==> config.mk <==
export PLATFORM = sky130hd
export DESIGN_NAME = safe_cracker_flat
export DESIGN_NICKNAME = d
export VERILOG_FILES = /design/src/rtl/safe_cracker_if.sv /design/src/rtl/safe_cracker.sv /design/src/flat_wrapper.sv
export SDC_FILE = /design/constraint.sdc
export NUM_CORES = 1
export LEC_CHECK = 0
export CELL_PAD_IN_SITES_DETAIL_PLACEMENT = 1
export CELL_PAD_IN_SITES_GLOBAL_PLACEMENT = 1
export CORE_ASPECT_RATIO = 0.5
export CORE_MARGIN = 2
export CORE_UTILIZATION = 43
export DETAILED_ROUTE_END_ITERATION = 8
export PLACE_DENSITY = 0.78
export SYNTH_ARGS = -nofsm -noshare
export SYNTH_HDL_FRONTEND = slang
export SYNTH_SLANG_ARGS = --single-unit
==> constraint.sdc <==
create_clock -name clk -period 2.6 [get_ports clk]
set_input_delay 0.52 -clock clk [delete_from_list [all_inputs] [get_ports clk]]
set_output_delay 0.52 -clock clk [all_outputs]
set_load 0.01 [all_outputs]
==> src/rtl/safe_cracker_if.sv <==
// Lock-side bus of the safe cracker: start request, the lock's hint back, and the
// probe, code and status outputs that go to the lock and the LED panel.
interface safe_cracker_if #(
    parameter int WIDTH = 10
);
    localparam int HW = $clog2(WIDTH + 1);

    logic             start;
    logic [HW-1:0]    hint;
    logic [WIDTH-1:0] probe;
    logic [WIDTH-1:0] code;
    logic             busy;
    logic             done;
    logic             error;
    logic [2:0]       state;

    modport master (
        output start, hint,
        input  probe, code, busy, done, error, state
    );

    modport slave (
        input  start, hint,
        output probe, code, busy, done, error, state
    );
endinterface

==> src/rtl/safe_cracker.sv <==
// Recovers a WIDTH-bit secret from Hamming-distance hints: one all-zero base probe,
// one one-hot probe per bit, then a verify probe carrying the recovered code.
//
// state  | meaning
// IDLE   | waiting for start
// BASE   | probe=0, measuring base = popcount(secret)
// SCAN   | probe=one-hot(index), resolving code[index]
// VERIFY | probe=code, expecting hint=0
// DONE   | code verified, outputs held until start
// ERR    | inconsistent hint, outputs held until start
module safe_cracker #(
    parameter int WIDTH    = 10,
    parameter int HINT_LAT = 1
) (
    input  logic           clk,
    input  logic           RESETN,
    safe_cracker_if.slave  bus
);
    localparam int HW = $clog2(WIDTH + 1);
    localparam int IW = (WIDTH > 1) ? $clog2(WIDTH) : 1;

    localparam logic [IW-1:0]    IDX_LAST = IW'(WIDTH - 1);
    localparam logic [2:0]       CNT_LOAD = 3'(HINT_LAT);
    localparam logic [HW-1:0]    HINT_MAX = HW'(WIDTH);
    localparam logic [HW:0]      ONE_E    = (HW+1)'(1);
    localparam logic [WIDTH-1:0] ONE_W    = WIDTH'(1);

    typedef enum logic [2:0] {
        S_IDLE   = 3'd0,
        S_BASE   = 3'd1,
        S_SCAN   = 3'd2,
        S_VERIFY = 3'd3,
        S_DONE   = 3'd4,
        S_ERR    = 3'd5
    } state_t;

    state_t           r_state;
    logic [WIDTH-1:0] r_probe;
    logic [WIDTH-1:0] r_code;
    logic [IW-1:0]    r_idx;
    logic [HW-1:0]    r_base;
    logic [2:0]       r_cnt;

    state_t           w_state_nxt;
    logic [WIDTH-1:0] w_probe_nxt;
    logic [WIDTH-1:0] w_code_nxt;
    logic [IW-1:0]    w_idx_nxt;
    logic [HW-1:0]    w_base_nxt;
    logic [2:0]       w_cnt_nxt;

    logic             w_sample;
    logic             w_hint_bad;
    logic             w_step_bad;
    logic [HW:0]      w_hint_e;
    logic [HW:0]      w_base_e;
    logic [WIDTH-1:0] w_bit_mask;
    logic [WIDTH-1:0] w_code_scan;

    // The settle timer is a down-counter; hint is only trusted at terminal count.
    assign w_sample   = (r_cnt == 3'd0);
    assign w_hint_bad = (bus.hint > HINT_MAX);
    assign w_hint_e   = {1'b0, bus.hint};
    assign w_base_e   = {1'b0, r_base};
    assign w_step_bad = (w_hint_e != w_base_e + ONE_E) && (w_hint_e + ONE_E != w_base_e);
    assign w_bit_mask = ONE_W << r_idx;
    assign w_code_scan = (bus.hint < r_base) ? (r_code | w_bit_mask) : (r_code & ~w_bit_mask);

    always_ff @(posedge clk or negedge RESETN) begin
        if (!RESETN) begin
            r_state <= S_IDLE;
            r_probe <= '0;
            r_code  <= '0;
            r_idx   <= '0;
            r_base  <= '0;
            r_cnt   <= '0;
        end else begin
            r_state <= w_state_nxt;
            r_probe <= w_probe_nxt;
            r_code  <= w_code_nxt;
            r_idx   <= w_idx_nxt;
            r_base  <= w_base_nxt;
            r_cnt   <= w_cnt_nxt;
        end
    end

    always_comb begin
        w_state_nxt = r_state;
        w_probe_nxt = r_probe;
        w_code_nxt  = r_code;
        w_idx_nxt   = r_idx;
        w_base_nxt  = r_base;
        w_cnt_nxt   = r_cnt;
        case (r_state)
            S_IDLE, S_DONE, S_ERR: begin
                if (bus.start) begin
                    w_state_nxt = S_BASE;
                    w_probe_nxt = '0;
                    w_code_nxt  = '0;
                    w_idx_nxt   = '0;
                    w_cnt_nxt   = CNT_LOAD;
                end
            end
            S_BASE: begin
                if (!w_sample) begin
                    w_cnt_nxt = r_cnt - 3'd1;
                end else if (w_hint_bad) begin
                    w_state_nxt = S_ERR;
                end else begin
                    w_base_nxt  = bus.hint;
                    w_state_nxt = S_SCAN;
                    w_idx_nxt   = '0;
                    w_probe_nxt = ONE_W;
                    w_cnt_nxt   = CNT_LOAD;
                end
            end
            S_SCAN: begin
                if (!w_sample) begin
                    w_cnt_nxt = r_cnt - 3'd1;
                end else if (w_hint_bad || w_step_bad) begin
                    w_state_nxt = S_ERR;
                end else begin
                    w_code_nxt = w_code_scan;
                    w_cnt_nxt  = CNT_LOAD;
                    // The verify probe must include the bit resolved on this very edge.
                    if (r_idx == IDX_LAST) begin
                        w_state_nxt = S_VERIFY;
                        w_probe_nxt = w_code_scan;
                    end else begin
                        w_idx_nxt   = r_idx + 1'b1;
                        w_probe_nxt = ONE_W << (r_idx + 1'b1);
                    end
                end
            end
            S_VERIFY: begin
                if (!w_sample) begin
                    w_cnt_nxt = r_cnt - 3'd1;
                end else if (bus.hint == '0) begin
                    w_state_nxt = S_DONE;
                end else begin
                    w_state_nxt = S_ERR;
                end
            end
            default: w_state_nxt = S_IDLE;
        endcase
    end

    assign bus.probe = r_probe;
    assign bus.code  = r_code;
    assign bus.busy  = (r_state == S_BASE) || (r_state == S_SCAN) || (r_state == S_VERIFY);
    assign bus.done  = (r_state == S_DONE);
    assign bus.error = (r_state == S_ERR);
    assign bus.state = r_state;
endmodule

==> src/flat_wrapper.sv <==
// flat-port wrapper written by rule: the top's interface ports become plain ports
module safe_cracker_flat 
#(
    parameter int WIDTH    = 10,
    parameter int HINT_LAT = 1
)
  (clk, RESETN, bus_start, bus_hint, bus_probe, bus_code, bus_busy, bus_done, bus_error, bus_state);
  safe_cracker_if #(.WIDTH(WIDTH)) bus_i ();
  input  logic clk;
  input  logic RESETN;
  input wire logic [$bits(bus_i.start)-1:0] bus_start;
  input wire logic [$bits(bus_i.hint)-1:0] bus_hint;
  output wire logic [$bits(bus_i.probe)-1:0] bus_probe;
  output wire logic [$bits(bus_i.code)-1:0] bus_code;
  output wire logic [$bits(bus_i.busy)-1:0] bus_busy;
  output wire logic [$bits(bus_i.done)-1:0] bus_done;
  output wire logic [$bits(bus_i.error)-1:0] bus_error;
  output wire logic [$bits(bus_i.state)-1:0] bus_state;
  assign bus_i.start = bus_start;
  assign bus_i.hint = bus_hint;
  assign bus_probe = bus_i.probe;
  assign bus_code = bus_i.code;
  assign bus_busy = bus_i.busy;
  assign bus_done = bus_i.done;
  assign bus_error = bus_i.error;
  assign bus_state = bus_i.state;
  safe_cracker #(.WIDTH(WIDTH), .HINT_LAT(HINT_LAT)) u_core (.clk(clk), .RESETN(RESETN), .bus(bus_i));
endmodule
==> flow_metrics.py, run 1 <==
metrics = {
    "floorplan": {
        "start_util": 0.454,
        "dieArea_sq_mm": 0.00656,
        "die_height_microns": 58.3,
        "rows": 19,
        "io_pins": 33,
        "core_sq_mm": 0.00559,
        "die-width_microns": 113,
    },
    "timing": {
        "slew_headroom": 0.502,
        "timing.final.crit_share": 0.913,
        "fin_ws_ps": 225,
        "timing.fmax_ghz": 0.421,
        "finClkSkew_ps": 7.54,
        "period_needed_ps": 2370,
        "finalHoldViolCount": 0,
        "setup_viol": 0,
        "rsz0062_at_grt": "no",
        "worst_pin_slew_ps": 747,
        "final_max_slew_viol_count": 0,
        "setup_tns_ps": 0,
    },
    "worst_setup_path": {
        "r2r_slack_ps": 370,
        "regToRegStartpoint": "u_core.r_base[1]",
        "slowest_stage": "a2111oi_0",
        "cp.arrival_ps": 2530,
        "slowest_delay_ps": 520,
        "r2r_cells": 7,
        "cp-end-kind": "register",
        "timing.rr.end": "u_core.bus.code[0]",
        "start_kind": "input pin",
        "cp_max_fo": 10,
        "cp.required_ps": 2760,
        "crit_type": "input pin to register",
        "path_cells": "clkdlybuf4s50_1, buf_4, nand3b_1, a22oi_2, o211ai_2, a2111oi_0, o21a_1, o21ai_1",
    },
    "route": {
        "antenna_left": 0,
        "route.detailed.drc": 0,
        "postRouteWirelength_microns": 7490,
        "firstDrtPassIters": 5,
        "drt_iter0_drc": 125,
        "wl_per_cell_microns": 19.4,
        "via_count": 2263,
        "routed_via_density": 5.88,
    },
    "place": {
        "place_congestion": 0.862,
        "hpwl_microns": 5540,
        "placed_area_sq_mm": 0.00309,
        "dpl_worst_slack_ps": -285,
        "numPortBuffers": 32,
    },
    "global_route": {
        "grt_max_degree": 35,
        "grt_util_met3": 0.0429,
        "busiest_layer": "met2",
        "grt_pass1_wl_microns": 12200,
        "use_met2": 0.410,
        "grt_util_met1": 0.306,
        "antenna_found_initial": 0,
        "grt_overflow": 0,
        "grt_util_all_layers": 0.238,
        "grt_pass1_vias": 2496,
    },
    "run": {
        "drv_cap": 0,
    },
    "logic_synthesis": {
        "synthCells": 258,
        "async_flop_share": 1.00,
        "ys_ff_latch": 34,
        "avgSynthCellArea_sq_um": 9.82,
        "synth_fp_nets": 284,
        "ys.flop_type": "dfrtp_1",
        "ys.warnings.count": 0,
        "synth.distinct_cells": 59,
        "netlist_area_sq_mm": 0.00253,
        "seq_area_frac_synth": 0.336,
        "synth-edff-count": 0,
    },
    "cts": {
        "clock_latency_ps": 280,
        "root_buffer": "clkbuf_16",
        "clk_pin_slew_ps": 50,
        "clock-sinks": 34,
        "htree_levels": 2,
        "hold_buffers": 0,
        "cts_tree": "yes",
        "cts_buffers": 5,
        "clockBufferDepth": 2,
    },
    "layout": {
        "drive_gt1_frac": 0.192,
        "final_core_util": 0.580,
        "final_nets": 339,
        "diodes": 0,
        "area_growth_pct": 28.0,
        "final_cell_area_sq_mm": 0.00324,
    },
    "power_and_ir_drop": {
        "p_int_mw": 1.59,
        "clockPowerShare": 0.222,
        "seqPwrFrac": 0.289,
        "p_per_area_mw_per_mm2": 804,
        "swShare": 0.389,
        "comb_power_share": 0.489,
        "ir_drop_mv": 0.359,
        "leakagePower_nw": 1.47,
        "power_switching_mw": 1.01,
    },
    "worst_hold_path": {
        "hold_path_class": "register to register",
        "min_from": "u_core.bus.probe[1]",
        "holdPathStages": 1,
        "min_to": "u_core.bus.probe[1]",
    },
    "status": {
        "outcome": "completed",
    },
}
[placed cells by master (no fill, tap or decap), types with 3 or more instances in the layout]
cell / count
nor3_1: 3
a31oi_1: 3
a22oi_1: 3
mux2i_1: 5
clkdlybuf4s50_1: 29
a31o_1: 3
and2_1: 4
buf_4: 26
o21ai_0: 11
nand2_1: 18
o31ai_1: 3
nand3b_1: 3
ha_1: 19
nor2b_1: 9
nand3_1: 8
inv_1: 16
nor2_1: 15
nand2b_1: 3
or3_1: 3
o21a_1: 4
mux2_2: 6
o22ai_1: 4
xor2_1: 4
a21oi_1: 12
clkbuf_16: 5
dlymetal6s2s_1: 3
mux2_4: 8
o2bb2ai_1: 3
a32oi_1: 5
dfrtp_1: 34
[repair_timing]
item                                    4_1_cts  5_1_grt
resized for setup                             0        4
pin swaps                                     0        3
setup buffers                                 0        1
endpoints found under the setup margin        1       24
cloned                                        0        0
[worst max-delay path by stage]
stage / startpoint / to / depth (start not counted)
after floorplan: bus_hint[0] / u_core.bus.probe[0] / 9
after global placement: bus_hint[0] / u_core.r_cnt[0] / 10
after detailed placement: bus_hint[0] / u_core.bus.probe[2] / 10
after CTS: bus_hint[0] / u_core.bus.probe[2] / 10
after global routing: u_core.bus.state[1] / bus_busy / 3
final: bus_hint[3] / u_core.bus.code[0] / 8
[logic make-up after synthesis]
logic type,after synthesis,share of synthesized area
DFF,34,0.336
buffers and inverters,29,0.0588
adders and majority gates,19,0.0938
muxes,19,0.0938
AOI/OAI and AO/OA,74,0.224
and+or+nand+nor,75,0.160
xor gates and xnor gates,8,0.0336
[per-layer routing]
layer  vias to the layer above  part of all wire
met4                         0             0.021
met2                        79              0.47
met3                        18             0.052
met5                         -                 0
met1                      1122              0.45
li1                       1044                 -
[synth_stat cells (5+ instances only)]
master,instances,area [sq um]
o21ai_0,11,55.1
nor2_1,15,56.3
a32oi_1,5,43.8
mux2_2,6,67.6
nand2_1,18,67.6
nand3_1,8,40.0
inv_1,17,63.8
nor2b_1,9,56.3
mux2i_1,5,50.1
mux2_4,8,120
dfrtp_1,34,851
ha_1,19,238
a21oi_1,12,60.1
[sequential cells by signal, summed over array words and instances, names as in the netlist]
signal and flops:
u_core.r_idx 4, u_core.r_cnt 3, u_core.bus.state 3, u_core.bus.probe 10
u_core.r_base 4, u_core.bus.code 10
[area by class of cell]
type | instances | area [sq um]
clock buffers | 6 | 139
fillers | 628 | 2340
inverters | 17 | 63.8
multi-input cells | 195 | 1530
flip-flops and latches | 34 | 851
well taps | 73 | 91.3
repair buffers | 60 | 563
[worst max-delay path: cells and delay by family]
kind                   cells  cell delay (ps)
AO/OA/AOI/OAI              5             1250
buffers and inverters      2              570
AND/OR/NAND/NOR            1              180
[metrics by stage]
| step | instances | total power, mW | hold WS [ps] |
|---|---|---|---|
| detailed placement | 378 | 2.01 | 498 |
| floorplan | 258 | 1.57 | 224 |
| global placement | 378 | 1.96 | 481 |
| global route | 385 | 2.76 | 534 |
| CTS | 384 | 2.60 | 514 |
| finish | 385 | 2.61 | 513 |
[power groups by stage]
stage / Sequential, mW / Clock (mW) / Combinational [mW]
floorplan: 0.697 / 0 / 0.871
global placement: 0.758 / 0 / 1.20
detailed placement: 0.763 / 0 / 1.25
CTS: 0.753 / 0.590 / 1.25
global route: 0.772 / 0.606 / 1.38
finish: 0.754 / 0.579 / 1.27
Note: power is estimated with default switching activity, not from simulation.
==> inputs of run 2 (changes only) <==
--- a/config.mk
+++ b/config.mk
@@ -5,10 +5,11 @@
 export SDC_FILE = /design/constraint.sdc
 export NUM_CORES = 1
 export LEC_CHECK = 0
+export CAP_MARGIN = 20
 export CELL_PAD_IN_SITES_DETAIL_PLACEMENT = 1
 export CELL_PAD_IN_SITES_GLOBAL_PLACEMENT = 1
 export CORE_ASPECT_RATIO = 0.5
-export CORE_MARGIN = 2
+export CORE_MARGIN = 3
 export CORE_UTILIZATION = 43
 export DETAILED_ROUTE_END_ITERATION = 8
 export PLACE_DENSITY = 0.78
==> flow_metrics.py, run 2 (synthesis gave the netlist of run 1 again) <==
metrics = {
    "worst_setup_path": {
        "worst_path_most_repeated_cell": "xnor2_2",
        "path_cells": "clkdlybuf4s50_1, buf_4, xnor2_2, xnor2_2, nand3_1, a2111oi_4, and2_1, mux2_2",
        "start_kind": "input pin",
        "cp.arrival_ps": 2700,
        "cp-end-kind": "register",
        "timing.rr.end": "u_core.bus.probe[4]",
        "regToRegStartpoint": "u_core.r_idx[0]",
        "cp.required_ps": 2820,
        "r2r_cells": 7,
        "cp_num_cells": 8,
        "critical-path-top-delay-family": "buffers and inverters",
        "crit_type": "input pin to register",
        "r2r_slack_ps": 410,
        "slowest_stage": "clkdlybuf4s50_1",
        "cp_num_buf_inv": 2,
        "critPathLaunch": "bus_hint[3]",
        "endpoint": "u_core.r_idx[0]",
        "cp_max_fo": 6,
        "slowest_delay_ps": 510,
    },
    "cts": {
        "clockBufferDepth": 2,
        "cts_tree": "yes",
        "clock-sinks": 34,
        "clock_latency_ps": 280,
        "root_buffer": "clkbuf_16",
        "clk_pin_slew_ps": 60,
        "htree_levels": 2,
        "cts_buffers": 5,
    },
    "power_and_ir_drop": {
        "leakagePower_nw": 1.45,
        "seqPwrFrac": 0.277,
        "swShare": 0.400,
        "p_int_mw": 1.61,
        "power_switching_mw": 1.07,
        "p_per_area_mw_per_mm2": 824,
        "clockPowerShare": 0.227,
        "ir_drop_mv": 0.375,
        "comb_power_share": 0.497,
    },
    "layout": {
        "final_common_cell": "dfrtp_1",
        "fillers": 626,
        "drive_gt1_frac": 0.213,
        "diodes": 0,
        "area_growth_pct": 28.1,
        "final_cell_mix": "34 x dfrtp_1, 30 x clkdlybuf4s50_1, 27 x buf_4, 18 x nand2_1, 18 x ha_1",
        "final_nets": 339,
    },
    "route": {
        "wl_per_cell_microns": 20.0,
        "postRouteWirelength_microns": 7730,
        "via_count": 2240,
        "firstDrtPassIters": 4,
        "drt_iter0_drc": 129,
        "route.detailed.drc": 0,
        "routed_via_density": 5.79,
        "antenna_left": 0,
    },
    "timing": {
        "final_max_slew_viol_count": 0,
        "setup_tns_ps": 0,
        "period_needed_ps": 2480,
        "timing.final.crit_share": 0.954,
        "worst_pin_slew_ps": 658,
        "slew_headroom": 0.560,
        "finClkSkew_ps": 6.32,
        "hold-worst-slack_ps": 511,
        "timing.fmax_ghz": 0.403,
        "rsz0062_at_grt": "no",
        "setup_viol": 0,
        "finalHoldViolCount": 0,
    },
    "floorplan": {
        "rows": 19,
        "io_pins": 33,
        "start_util": 0.454,
        "die-width_microns": 115,
        "die_height_microns": 60.3,
        "dieArea_sq_mm": 0.00691,
        "core_sq_mm": 0.00559,
    },
    "global_route": {
        "grt_pass1_vias": 2438,
        "antenna_found_initial": 0,
        "grt_pass1_wl_microns": 12500,
        "grt_max_degree": 35,
        "grt_overflow": 0,
        "grt_util_all_layers": 0.235,
    },
    "run": {
        "drv_cap": 0,
    },
    "worst_hold_path": {
        "hold_path_class": "register to register",
    },
    "place": {
        "place_congestion": 0.893,
        "numPortBuffers": 32,
        "hpwl_microns": 5400,
    },
    "status": {
        "outcome": "completed",
    },
}
[run 2: layout make-up]
| type | count | area, sq um | share of cell area |
|---|---|---|---|
| tap | 73 | 91.3 | 0.0281 |
| inverter | 17 | 63.8 | 0.0197 |
| timing repair buffer | 60 | 539 | 0.166 |
| clock inverter | 2 | 12.5 | 0.00385 |
| clock buffer | 6 | 139 | 0.0428 |
| multi-input combinational | 195 | 1550 | 0.477 |
| sequential | 34 | 851 | 0.262 |
[run 2: metal layers]
metal	part of all wire	vias to the layer above	global-route usage
li1	-	1051	-
met1	0.48	1131	0.299
met2	0.48	49	0.419
met3	0.032	9	0.0404
met4	0.0091	0	0.0626
met5	0	-	0
[run 2: worst min-delay path by stage]
stage	to	depth (start not counted)	from
global placement	u_core.r_cnt[2]	1	u_core.r_cnt[2]
finish	u_core.bus.probe[2]	1	u_core.bus.probe[2]
global route	u_core.bus.probe[0]	1	u_core.bus.probe[0]
CTS	u_core.r_cnt[2]	1	u_core.r_cnt[2]
detailed placement	u_core.bus.probe[2]	1	u_core.bus.probe[2]
floorplan	u_core.bus.code[0]	0	RESETN
[run 2: metrics by stage]
stage | cells | util | worst slack (ps) | area (sq um) | total power [mW]
after detailed placement | 376 | 0.546 | -328 | 3050 | 1.98
after floorplan | 258 | - | 487 | 2530 | 1.57
after global routing | 387 | 0.581 | 12.5 | 3250 | 2.84
final | 387 | 0.581 | 118 | 3250 | 2.68
after CTS | 387 | 0.577 | 27.8 | 3220 | 2.65
after global placement | 376 | 0.546 | -237 | 3050 | 1.91
[run 2: power by group through the flow]
| stage | sequential (mW) | combinational [mW] | clock [mW] |
|---|---|---|---|
| global route | 0.760 | 1.44 | 0.643 |
| floorplan | 0.697 | 0.871 | 0 |
| finish | 0.740 | 1.33 | 0.607 |
| CTS | 0.738 | 1.29 | 0.619 |
| global placement | 0.736 | 1.18 | 0 |
| detailed placement | 0.748 | 1.23 | 0 |
[run 2: repair_timing]
action / in CTS / in global routing
endpoints found under the setup margin: 11 / 19
hold endpoints to repair: 0 / 0
setup buffers: 3 / 0
pin swaps: 1 / 3
gates resized for setup: 0 / 9
hold buffers: 0 / 0
==> inputs of run 3 (changes only) <==
--- a/config.mk
+++ b/config.mk
@@ -11,6 +11,8 @@
 export CORE_ASPECT_RATIO = 0.5
 export CORE_MARGIN = 3
 export CORE_UTILIZATION = 43
+export CTS_CLUSTER_DIAMETER = 40
+export CTS_CLUSTER_SIZE = 16
 export DETAILED_ROUTE_END_ITERATION = 8
 export PLACE_DENSITY = 0.78
 export SYNTH_ARGS = -nofsm -noshare
==> results of run 3 <==
No change in the layout: final DEF, timing and power equal those of run 2.
==> RTL edit 1, RTL diff (settings of run 2) <==
`WIDTH` is set to 10 in 3 places; all go to 5.
--- a/src/rtl/safe_cracker_if.sv
+++ b/src/rtl/safe_cracker_if.sv
@@ -1,7 +1,7 @@
 // Lock-side bus of the safe cracker: start request, the lock's hint back, and the
 // probe, code and status outputs that go to the lock and the LED panel.
 interface safe_cracker_if #(
-    parameter int WIDTH = 10
+    parameter int WIDTH = 5
 );
     localparam int HW = $clog2(WIDTH + 1);
 
--- a/src/rtl/safe_cracker.sv
+++ b/src/rtl/safe_cracker.sv
@@ -9,7 +9,7 @@
 // DONE   | code verified, outputs held until start
 // ERR    | inconsistent hint, outputs held until start
 module safe_cracker #(
-    parameter int WIDTH    = 10,
+    parameter int WIDTH    = 5,
     parameter int HINT_LAT = 1
 ) (
     input  logic           clk,
--- a/src/flat_wrapper.sv
+++ b/src/flat_wrapper.sv
@@ -1,7 +1,7 @@
 // flat-port wrapper written by rule: the top's interface ports become plain ports
 module safe_cracker_flat 
 #(
-    parameter int WIDTH    = 10,
+    parameter int WIDTH    = 5,
     parameter int HINT_LAT = 1
 )
   (clk, RESETN, bus_start, bus_hint, bus_probe, bus_code, bus_busy, bus_done, bus_error, bus_state);
Ports: changed (resized bus_code, bus_hint and bus_probe); port bits go from 33 to 22. The function was not compared with the original's and may differ.
==> RTL edit 1 against run 2 <==
- register-to-register slack gained 0.09 ns
- area after synthesis down 33%
- cell area down 35%
- largest power group unchanged
- setup slack improved by 0.024 ns
- power decreased by 21%
- wire length down 41%
- synthesized cell count decreased by 28%
- sequential cell count fell by 12
==> RTL edit 1: results (changes against run 2) <==
Outcome
  • Outcome: completed

CTS
  • Setup fix buffers added after clock tree synthesis: 0 (-3)
  • Number of levels in the clock H-tree: 1 (-1)
  • Worst skew pair latency: 0.27 ns
  • Num CTS Buffers: 3 (-2)
  • Clock slew at reported path FFs: 0.09 ns (+0.03 ns)
  • Clock Path Buffers: 2 (unchanged)
  • Root buffer cell: clkbuf_8

Route
  • Detailed-route wire length: 4530 µm (-41%)
  • Via count normalized by instance count: 5.71 (-1.4%)
  • WL per Instance: 16.7 µm (-17%)
  • Pre-Repair DR Iteration Count: 4 (unchanged)
  • DRC marker count from the first detailed-route iteration: 65 (-50%)

Synthesis
  • Mapped Avg Cell Area: 9.03 µm² (-8.1%)
  • Net count of the mapped netlist: 211 (-26%)
  • Most area-consuming cells after synthesis: dfrtp_1, ha_1, o21ai_0
  • List of most frequent post-synthesis cells: dfrtp_1, ha_1, nand2_1
  • Synth cell types: 45 (-24%)
  • Share of the yosys chip area belonging to registers: 32.6% (-0.96 points)

STA
  • Worst slew margin relative to its limit: 59.9% (+3.8 points)
  • Skew final: 0.00609 ns (-0.000227 ns)
  • Period Utilization, post-route: 94.5% (-0.92 points)

Worst setup path
  • Signal arrival time at the worst endpoint: 1.94 ns (-0.76 ns)
  • Largest fanout on the critical path: 16 (+10)

Placed design
  • Buffers added on ports: 21 (-34%)
  • Cell Area, Placed: 2050 µm² (-33%)
  • Weighted congestion at the end of routability-driven global placement: 0.831 (-7.0%)
  • Placed wire-length estimate after detailed placement: 3520 µm (-35%)
  • Number of instances in the placed design: 268 (-29%)

Global route
  • Via count of the first global-routing pass: 1,609 (-34%)
  • First-pass GRT wire length: 7860 µm (-37%)
  • Combined global-route utilization of all metal layers: 21.3% (-2.2 points)
  • Antenna violations before repair: 0 (unchanged)
  • Pin count of the biggest net entering global routing: 23 (-34%)

Power and ir drop
  • NetSw: 921 µW (-14%)
  • Largest voltage drop on the vdd net: 0.536 mV (+43%)
  • Leakage Power: 0.000954 µW (-34%)

Finish
  • Fraction of final layout cells with drive strength greater than 1: 11.8% (-9.6 points)
  • Fillers: 433 (-31%)
  • Cell area after layout: 2120 µm² (-35%)
  • Total Nets Final: 246 (-27%)
  • Number of diodes: 0 (unchanged)
## RTL edit 1: cells by family after synthesis
family | after synthesis | share of synthesized area, %
AOI/OAI and AO/OA | 55 | 22.4
xor gates and xnor gates | 4 | 3.71
adders and majority gates | 19 | 13.9
buffers and inverters | 19 | 4.23
DFF | 22 | 32.6
muxes | 7 | 4.23
and+or+nand+nor | 61 | 18.9
## RTL edit 1: worst max-delay path, stage by stage (launching register included)
cell and delay, ns:
dfrtp_1 0.65, inv_1 0.27, nor3_1 0.19, clkdlybuf4s50_1 0.56
## RTL edit 1: final timing paths
path                                           from                  end  slack, ns  depth (start not counted)
worst max-delay path            u_core.bus.state[2]             bus_done       0.14                          3
worst min-delay path            u_core.bus.probe[2]  u_core.bus.probe[2]       0.50                          1
worst max register to register      u_core.r_idx[0]      u_core.r_idx[1]       0.50                          7
worst min register to register  u_core.bus.probe[2]  u_core.bus.probe[2]       0.50                          1
max in group asynchronous                    RESETN     u_core.r_base[1]       1.76                          2
min in group asynchronous                    RESETN  u_core.bus.probe[2]       0.60                          2
## RTL edit 1: power by group through the flow
| stage | logic [µW] | registers (µW) | clock network, µW |
|---|---|---|---|
| after floorplan | 808 | 523 | 0 |
| after global routing | 1340 | 598 | 353 |
| after CTS | 1200 | 576 | 333 |
| final | 1210 | 577 | 327 |
| after detailed placement | 1200 | 583 | 0 |
| after global placement | 1160 | 579 | 0 |
## RTL edit 1: layout make-up
type	instances	share of cell area, %
clock buffers	3	1.94
clock inverters	1	1.41
inverters	13	2.30
multi-input cells	146	50.2
flip-flops and latches	22	25.9
well taps	51	3.01
repair buffers	36	15.2
## RTL edit 1: through the flow
stage	TNS (ns)	setup slack [ns]	utilization (%)
after floorplan	0	0.662	-
after global routing	0	0.0137	58.9
after detailed placement	-0.00833	-0.00833	56.9
after CTS	0	0.138	58.9
final	0	0.142	58.9
after global placement	0	0.0418	56.9
## RTL edit 1: metal layers
layer / wire length [µm] / track usage [%] / vias to the layer above
met5: 0 / 0 / -
met4: 37 / 4.31 / 0
met3: 187 / 4.79 / 4
met2: 2140 / 36.5 / 35
met1: 2170 / 27.7 / 771
li1: - / - / 743
==> RTL edit 2, RTL diff (settings of run 2) <==
Without the edit above. Reset style: synchronous (`RESETN`), changed in one clocked block.
--- a/src/rtl/safe_cracker.sv
+++ b/src/rtl/safe_cracker.sv
@@ -65,7 +65,7 @@
     assign w_bit_mask = ONE_W << r_idx;
     assign w_code_scan = (bus.hint < r_base) ? (r_code | w_bit_mask) : (r_code & ~w_bit_mask);
 
-    always_ff @(posedge clk or negedge RESETN) begin
+    always_ff @(posedge clk) begin
         if (!RESETN) begin
             r_state <= S_IDLE;
             r_probe <= '0;
Formal check against the unedited RTL: differs if RESETN is asserted again (counterexample within 4 cycles, from zero or initial values and one cycle with RESETN low); with RESETN held inactive, the same outputs for 10 cycles.
==> RTL edit 2 against run 2 <==
- non-clock buffer count rose by 1
- setup slack improved by 0.058 ns
- cell area fell by 3.3%
- utilization rose by 3.6 points
- area after synthesis fell by 7.6%
- die area fell by 7.0%
- sequential cell count did not move
- power fell by 8.3%
- wire length fell by 0.39%
- largest power group unchanged
- critical path depth fell by 6
- highest routed layer unchanged
==> RTL edit 2: results (changes against run 2) <==
Worst setup path
  • Critical path's slowest cell: dfxtp_1
  • Launch point of the worst path: u_core.bus.state[2]
  • Timing endpoint of the critical path: bus_error
  • Signal arrival time at the worst endpoint: 1.90 ns (-0.80 ns)
  • Largest fanout on the critical path: 22 (+16)
  • Worst stage delay on the critical path: 0.79 ns (+0.28 ns)
  • Critical register-to-register path startpoint: u_core.r_cnt[0]

Power and ir drop
  • Total combinational power: 1150 µW (-14%)
  • P_int: 1560 µW (-3.0%)
  • Largest voltage drop on the vdd net: 0.479 mV (+28%)
  • Total clock network power: 638 µW (+5.1%)

Global route
  • Pin count of the biggest net entering global routing: 23 (-34%)
  • Met3 track demand over resource: 4.78% (+0.74 points)
  • Combined global-route utilization of all metal layers: 24.3% (+0.82 points)
  • Via count of the first global-routing pass: 2,509 (+2.9%)
  • Met2 track demand over resource in global routing: 43.9% (+2.0 points)

Synthesis
  • Share of the yosys chip area belonging to registers: 29.1% (-4.5 points)
  • Net count of the mapped netlist: 315 (+11%)
  • Share of flip-flops with an asynchronous set or reset after synthesis: 0% (-100 points)
  • List of most frequent post-synthesis cells: dfxtp_1, nand2_1, ha_1

Placed design
  • Cell Area, Placed: 2840 µm² (-6.8%)
  • Number of instances in the placed design: 398 (+5.9%)
  • Placed wire-length estimate after detailed placement: 5320 µm (-1.5%)
  • Worst setup slack after placement: -0.385 ns (-0.0570 ns)
  • Weighted congestion at the end of routability-driven global placement: 0.816 (-8.6%)

CTS
  • Worst skew pair latency: 0.30 ns (+0.02 ns)
  • Total of cells resized after clock tree synthesis: 2 (+2)
  • Clock slew at reported path FFs: 0.08 ns (+0.02 ns)

Route
  • Detailed-route wire length: 7700 µm (-0.39%)
  • Routed wl met2: 3820 µm (+3.1%)
  • Met1 routed wirelength after detailed routing: 3520 µm (-4.9%)
  • WL per Instance: 18.6 µm (-6.9%)
  • Total via count after detailed routing: 2,406 (+7.4%)

Outcome
  • Outcome: completed

Finish
  • Total Nets Final: 369 (+8.8%)

STA
  • Skew final: 0.00382 ns (-0.00250 ns)

Hold path
  • Min-delay src: u_core.bus.probe[5]
  • Hold Path Sink: u_core.bus.probe[5]
==> RTL edit 2: layout make-up <==
type / count / area [µm²]
sequential: 34 / 681
inverter: 16 / 60.1
fill: 621 / 1950
clock buffer: 6 / 82.6
tap: 70 / 87.6
timing repair buffer: 61 / 603
multi-input combinational: 225 / 1570
clock inverter: 2 / 60.1
==> RTL edit 2: metrics by stage <==
stage	total power, µW	hold WS [ns]
after global routing	2590	0.504
after floorplan	1230	0.438
final	2450	0.471
after CTS	2210	0.472
after global placement	1520	0.448
after detailed placement	1570	0.462
==> RTL edit 2: kinds of logic (layout without fill, tap and decap cells) <==
group	Yosys count	in the layout	synth area share, %
AND/OR/NAND/NOR	106	106	24.1
AO/OA/AOI/OAI	89	89	26.2
flip-flops	34	34	29.1
buffers and inverters	30	85	5.93
adder cells (fa/ha/maj)	19	19	10.1
XOR/XNOR	8	8	3.31
multiplexers	3	3	1.28
